File: config.mk
export PLATFORM = sky130hd
export DESIGN_NAME = uart_rx_frame_ctrl
export DESIGN_NICKNAME = d
export VERILOG_FILES = /design/src/rtl/uart_rx_pkg.sv /design/src/rtl/uart_rx_sampler.sv /design/src/rtl/uart_rx_frame_ctrl.sv
export SDC_FILE = /design/constraint.sdc
export NUM_CORES = 1
export LEC_CHECK = 0
export CAP_MARGIN = 20
export CORE_UTILIZATION = 50
export CTS_BUF_LIST = sky130_fd_sc_hd__clkbuf_4
export DETAILED_ROUTE_END_ITERATION = 10
export PLACE_DENSITY = 0.85
export SYNTH_ARGS = -nofsm -noshare
export SYNTH_HDL_FRONTEND = slang
export SYNTH_SLANG_ARGS = --single-unit
File: constraint.sdc
create_clock -name clk -period 3.15 [get_ports clk]
set_clock_uncertainty 0.15 [all_clocks]
set_input_delay 0.63 -clock clk [delete_from_list [all_inputs] [get_ports clk]]
set_output_delay 0.63 -clock clk [all_outputs]
set_load 0.05 [all_outputs]
File: src/rtl/uart_rx_pkg.sv
// Shared types and constants for the UART receive frame controller.
// Bit indices follow the counter's bit_cnt numbering within one frame.
package uart_rx_pkg;

  typedef enum logic [2:0] {
    IDLE   = 3'd0,
    START  = 3'd1,
    DATA   = 3'd2,
    PARITY = 3'd3,
    STOP   = 3'd4
  } state_t;

  localparam logic [3:0] START_BIT      = 4'd0;
  localparam logic [3:0] LAST_DATA_BIT  = 4'd8;
  localparam logic [3:0] PARITY_BIT     = 4'd9;
  localparam logic [3:0] STOP_BIT_NOPAR = 4'd9;
  localparam logic [3:0] STOP_BIT_PAR   = 4'd10;

  localparam int PRESCALE_8  = 8;
  localparam int PRESCALE_16 = 16;
  localparam int PRESCALE_32 = 32;

  function automatic logic majority3(input logic a, input logic b, input logic c);
    return (a & b) | (a & c) | (b & c);
  endfunction

endpackage

File: src/rtl/uart_rx_sampler.sv
// Mid-bit sampler: three consecutive samples around the bit centre,
// majority-voted so a single-clock glitch cannot flip a bit.
module uart_rx_sampler
  import uart_rx_pkg::*;
#(
  parameter int PRESCALE_W = 6
) (
  input  logic                  clk,
  input  logic                  rst,
  input  logic                  RX_IN,
  input  logic [PRESCALE_W-1:0] edge_cnt,
  input  logic [PRESCALE_W-1:0] prescale,
  input  logic                  enable,
  output logic                  sampled_bit
);

  localparam logic [PRESCALE_W-1:0] ONE = PRESCALE_W'(1);

  logic [PRESCALE_W-1:0] mid;
  logic [PRESCALE_W-1:0] mid_m1;
  logic [PRESCALE_W-1:0] mid_p1;
  logic                  s0;
  logic                  s1;

  // Legal ratios decode to constants; anything else falls back to the shift.
  always_comb begin
    case (prescale)
      PRESCALE_W'(PRESCALE_8):  mid = PRESCALE_W'(PRESCALE_8 / 2);
      PRESCALE_W'(PRESCALE_16): mid = PRESCALE_W'(PRESCALE_16 / 2);
      PRESCALE_W'(PRESCALE_32): mid = PRESCALE_W'(PRESCALE_32 / 2);
      default:                  mid = prescale >> 1;
    endcase
  end

  assign mid_m1 = mid - ONE;
  assign mid_p1 = mid + ONE;

  always_ff @(posedge clk or posedge rst) begin
    if (rst) begin
      s0          <= 1'b0;
      s1          <= 1'b0;
      sampled_bit <= 1'b0;
    end else if (enable) begin
      if (edge_cnt == mid_m1) s0 <= RX_IN;
      if (edge_cnt == mid)    s1 <= RX_IN;
      if (edge_cnt == mid_p1) sampled_bit <= majority3(s0, s1, RX_IN);
    end
  end

endmodule

File: src/rtl/uart_rx_frame_ctrl.sv
// UART receive frame controller: start validation, LSB-first deserialization,
// optional parity check and stop check, driven by the external edge/bit counter.
module uart_rx_frame_ctrl
  import uart_rx_pkg::*;
#(
  parameter int PRESCALE_W = 6,
  parameter int DATA_WIDTH = 8
) (
  input  logic                  clk,
  input  logic                  rst,
  input  logic                  RX_IN,
  input  logic                  PAR_EN,
  input  logic                  PAR_TYP,
  input  logic [PRESCALE_W-1:0] prescale,
  input  logic [PRESCALE_W-1:0] edge_cnt,
  input  logic [3:0]            bit_cnt,
  output logic                  enable,
  output logic                  new_frame,
  output logic [DATA_WIDTH-1:0] P_DATA,
  output logic                  data_valid,
  output logic                  par_err,
  output logic                  stp_err
);

  state_t                state;
  state_t                state_nxt;
  logic                  sampled_bit;
  logic                  decision;
  logic                  start_det;
  logic                  shift_en;
  logic                  par_chk;
  logic                  stop_chk;
  logic                  par_en_q;
  logic                  par_typ_q;
  logic                  par_err_int;
  logic [DATA_WIDTH-1:0] shift_reg;
  logic [3:0]            stop_idx;

  assign enable   = (state != IDLE);
  assign decision = enable && (edge_cnt == prescale);
  assign stop_idx = par_en_q ? STOP_BIT_PAR : STOP_BIT_NOPAR;

  uart_rx_sampler #(
    .PRESCALE_W (PRESCALE_W)
  ) u_sampler (
    .clk         (clk),
    .rst         (rst),
    .RX_IN       (RX_IN),
    .edge_cnt    (edge_cnt),
    .prescale    (prescale),
    .enable      (enable),
    .sampled_bit (sampled_bit)
  );

  always_ff @(posedge clk or posedge rst) begin
    if (rst) state <= IDLE;
    else     state <= state_nxt;
  end

  always_comb begin
    state_nxt = state;
    start_det = 1'b0;
    shift_en  = 1'b0;
    par_chk   = 1'b0;
    stop_chk  = 1'b0;
    case (state)
      IDLE: begin
        if (!RX_IN) begin
          state_nxt = START;
          start_det = 1'b1;
        end
      end
      START: begin
        if (decision && bit_cnt == START_BIT)
          state_nxt = sampled_bit ? IDLE : DATA;
      end
      DATA: begin
        if (decision) begin
          shift_en = 1'b1;
          if (bit_cnt == LAST_DATA_BIT)
            state_nxt = par_en_q ? PARITY : STOP;
        end
      end
      PARITY: begin
        if (decision && bit_cnt == PARITY_BIT) begin
          par_chk   = 1'b1;
          state_nxt = STOP;
        end
      end
      STOP: begin
        if (decision && bit_cnt == stop_idx) begin
          stop_chk  = 1'b1;
          state_nxt = IDLE;
        end
      end
      default: state_nxt = IDLE;
    endcase
  end

  always_ff @(posedge clk or posedge rst) begin
    if (rst) begin
      new_frame   <= 1'b0;
      data_valid  <= 1'b0;
      P_DATA      <= '0;
      shift_reg   <= '0;
      par_en_q    <= 1'b0;
      par_typ_q   <= 1'b0;
      par_err_int <= 1'b0;
      par_err     <= 1'b0;
      stp_err     <= 1'b0;
    end else begin
      new_frame  <= start_det;
      data_valid <= 1'b0;

      if (start_det) begin
        par_err     <= 1'b0;
        stp_err     <= 1'b0;
        par_err_int <= 1'b0;
      end

      if (new_frame) begin
        par_en_q  <= PAR_EN;
        par_typ_q <= PAR_TYP;
      end

      if (shift_en)
        shift_reg <= {sampled_bit, shift_reg[DATA_WIDTH-1:1]};

      if (par_chk)
        par_err_int <= (sampled_bit != ((^shift_reg) ^ par_typ_q));

      // A byte is only published when both the parity and the stop bit are good.
      if (stop_chk) begin
        stp_err <= ~sampled_bit;
        par_err <= par_err_int;
        if (sampled_bit && !par_err_int) begin
          P_DATA     <= shift_reg;
          data_valid <= 1'b1;
        end
      end
    end
  end

endmodule

==> flow_metrics.env <==
export IMPL_status="completed"
export IMPL_ys_flop_type="dfrtp_1"
export IMPL_initial_core_util=0.537
export IMPL_worst_pin_slew_ns=0.499
export IMPL_async_flop_share=1.00
export IMPL_hold_viol=0
export IMPL_post_cts_setup_buffer_count=0
export IMPL_clk_pin_slew_ns=0.08
export IMPL_worstPathArrival_ns=1.97
export IMPL_synth_area_top_cells="dfrtp_1 (39%), xnor2_1 (10%), mux2_4 (6.5%)"
export IMPL_nets=238
export IMPL_grt_first_pass_wirelength_mm=6.27
export IMPL_cts_resized=0
export IMPL_first_global_vias=1352
export IMPL_syn_cell_area_sq_um=1850
export IMPL_clock_latency_ns=0.30
export IMPL_drc_errors=0
export IMPL_hpwl_mm=2.74
export IMPL_peakVddDrop_mv=0.253
export IMPL_syn2layout_area_growth_pct=25.2
export IMPL_cp_max_fo=13
export IMPL_synth_top_cell_by_area="dfrtp_1"
export IMPL_top_layer_used="met4"
export IMPL_rsz0062_at_grt="false"
export IMPL_clkSinkCount=29
export IMPL_post_drt_wl_per_cell_um=13.3
export IMPL_syn_nets=198
export IMPL_die_area_sq_um=3940
export IMPL_slew_headroom=0.666
export IMPL_drt_wl_total_mm=3.50
export IMPL_hold_slack_ns=0.338
export IMPL_cts_hold_buf=0
export IMPL_ys_top_cells_by_count="dfrtp_1 (29), xnor2_1 (22), mux2_1 (10), nand2_1 (10), nor2_1 (10)"
export IMPL_hold_class="reg2reg"
export IMPL_min_period_ns=2.75
export IMPL_cts_root_buffer="clkbuf_4"
export IMPL_cts_tree="yes"
export IMPL_leakage_nw=0.992
export IMPL_cp_start_kind="flop"
export IMPL_ys_ff_latch=29
export IMPL_track_usage=0.202
export IMPL_cts_buffer_depth=2
export IMPL_num_io_pins=34
export IMPL_die_w_um=62.8
export IMPL_drive_above_1_share=0.157
export IMPL_avgSynthCellArea_sq_um=10.5
export IMPL_slew_violations=0
export IMPL_synth_edf_count=0
export IMPL_timing_final_crit_share=0.872
export IMPL_synthMostInstantiatedCell="dfrtp_1"
export IMPL_synth_top_area_share=0.393
export IMPL_yosysUniqueCellTypes=49
export IMPL_postRouteAntennaNets=0
export IMPL_gp_congestion=0.911
export IMPL_placed_cells=255
export IMPL_vias=1407
export IMPL_std_cell_rows=21
export IMPL_endpoint_kind="primary output"
export IMPL_powerDensity_nw_per_um2=483
export IMPL_first_iter_violations=78
export IMPL_htree_levels=2
export IMPL_fmax_ghz=0.364
export IMPL_setup_violations=0
export IMPL_grt_antenna_before_repair=0
export IMPL_met1_length_mm=1.67
export IMPL_ys_warn_count=0
export IMPL_diodes=0
export IMPL_grt_max_degree=30
export IMPL_final_cells=263
export IMPL_crit_type="reg2out"
export IMPL_coreArea_sq_um=3440
export IMPL_ys_seq_area_frac=0.393
export IMPL_crit_required_ns=2.37
export IMPL_dr_wl_met2_mm=1.68
export IMPL_dieHeight_um=62.8
export IMPL_fin_setup_tns_ns=0
export IMPL_dr_wl_met3_um=120
export IMPL_vias_per_cell=5.35
export IMPL_port_buffers=33
export IMPL_max_cap_violations=0
export IMPL_cts_buffers=5
export IMPL_postSynthCellCount=176
export IMPL_grt_overflow=0
export IMPL_first_pass_iters=4
[final timing paths]
path | startpoint | to | slack (ns) | cells past startpoint
min in group asynchronous | rst | shift_reg[0] | 0.56 | 3
min reg2reg | P_DATA[0] | P_DATA[0] | 0.34 | 1
max | state[0] | enable | 0.40 | 2
min | P_DATA[0] | P_DATA[0] | 0.34 | 1
max in group asynchronous | rst | shift_reg[6] | 2.03 | 3
max reg2reg | state[0] | shift_reg[7] | 0.59 | 6
[area by class of cell]
cell class,count,area [sq um]
Fill cell,262,1130
Timing Repair Buffer,44,413
Clock buffer,8,60.1
Multi-Input combinational cell,130,1030
Tap cell,46,57.6
Sequential cell,29,726
Inverter,6,22.5
[per-layer routing]
| layer | global-route usage | vias to the layer above |
|---|---|---|
| met3 | 0.0401 | 4 |
| met1 | 0.287 | 663 |
| met4 | 0.0581 | 0 |
| met2 | 0.310 | 39 |
| met5 | 0 | - |
| li1 | - | 701 |
[worst max-delay path, cell delays in order (launching register included)]
cell             delay (ns)
dfrtp_1                0.52
or3_1                  0.44
clkdlybuf4s50_1        0.71
[power by group]
| group | switching, mW | internal, mW | total [mW] |
|---|---|---|---|
| Combinational | 0.195 | 0.201 | 0.396 |
| Sequential | 0.0748 | 0.419 | 0.494 |
| Clock | 0.112 | 0.115 | 0.227 |
| Total | 0.382 | 0.734 | 1.12 |
[kinds of logic after synthesis]
kind of cell	count (synthesis)	share of synthesized area
flops	29	0.393
xor+xnor	27	0.136
mux	22	0.150
simple gates	52	0.162
buf+inv	17	0.0474
compound gates	27	0.0995
fa+ha+maj	2	0.0122
[through the flow]
step / util / setup WS [ns] / power [mW] / cell area [sq um]
2_1_floorplan: - / 0.634 / 0.791 / 1850
3_3_place_gp: 0.655 / 0.122 / 0.885 / 2250
3_5_place_dp: 0.655 / 0.0953 / 0.894 / 2250
4_1_cts: 0.672 / 0.383 / 1.12 / 2310
5_1_grt: 0.672 / 0.303 / 1.21 / 2310
6_report: 0.672 / 0.404 / 1.12 / 2310
[cells in the final DEF, fill, tap and decap left out, types with 6 or more instances in the layout]
| cell | Yosys | final |
|---|---|---|
| clkdlybuf4s50_1 | 0 | 33 |
| dfrtp_1 | 29 | 29 |
| xnor2_1 | 22 | 22 |
| buf_4 | 0 | 11 |
| nor2_1 | 10 | 10 |
| nand2_1 | 10 | 10 |
| mux2_1 | 10 | 10 |
| mux2_4 | 8 | 8 |
| clkbuf_4 | 0 | 8 |
| inv_1 | 6 | 6 |
Note: power is estimated with default switching activity, not from simulation.
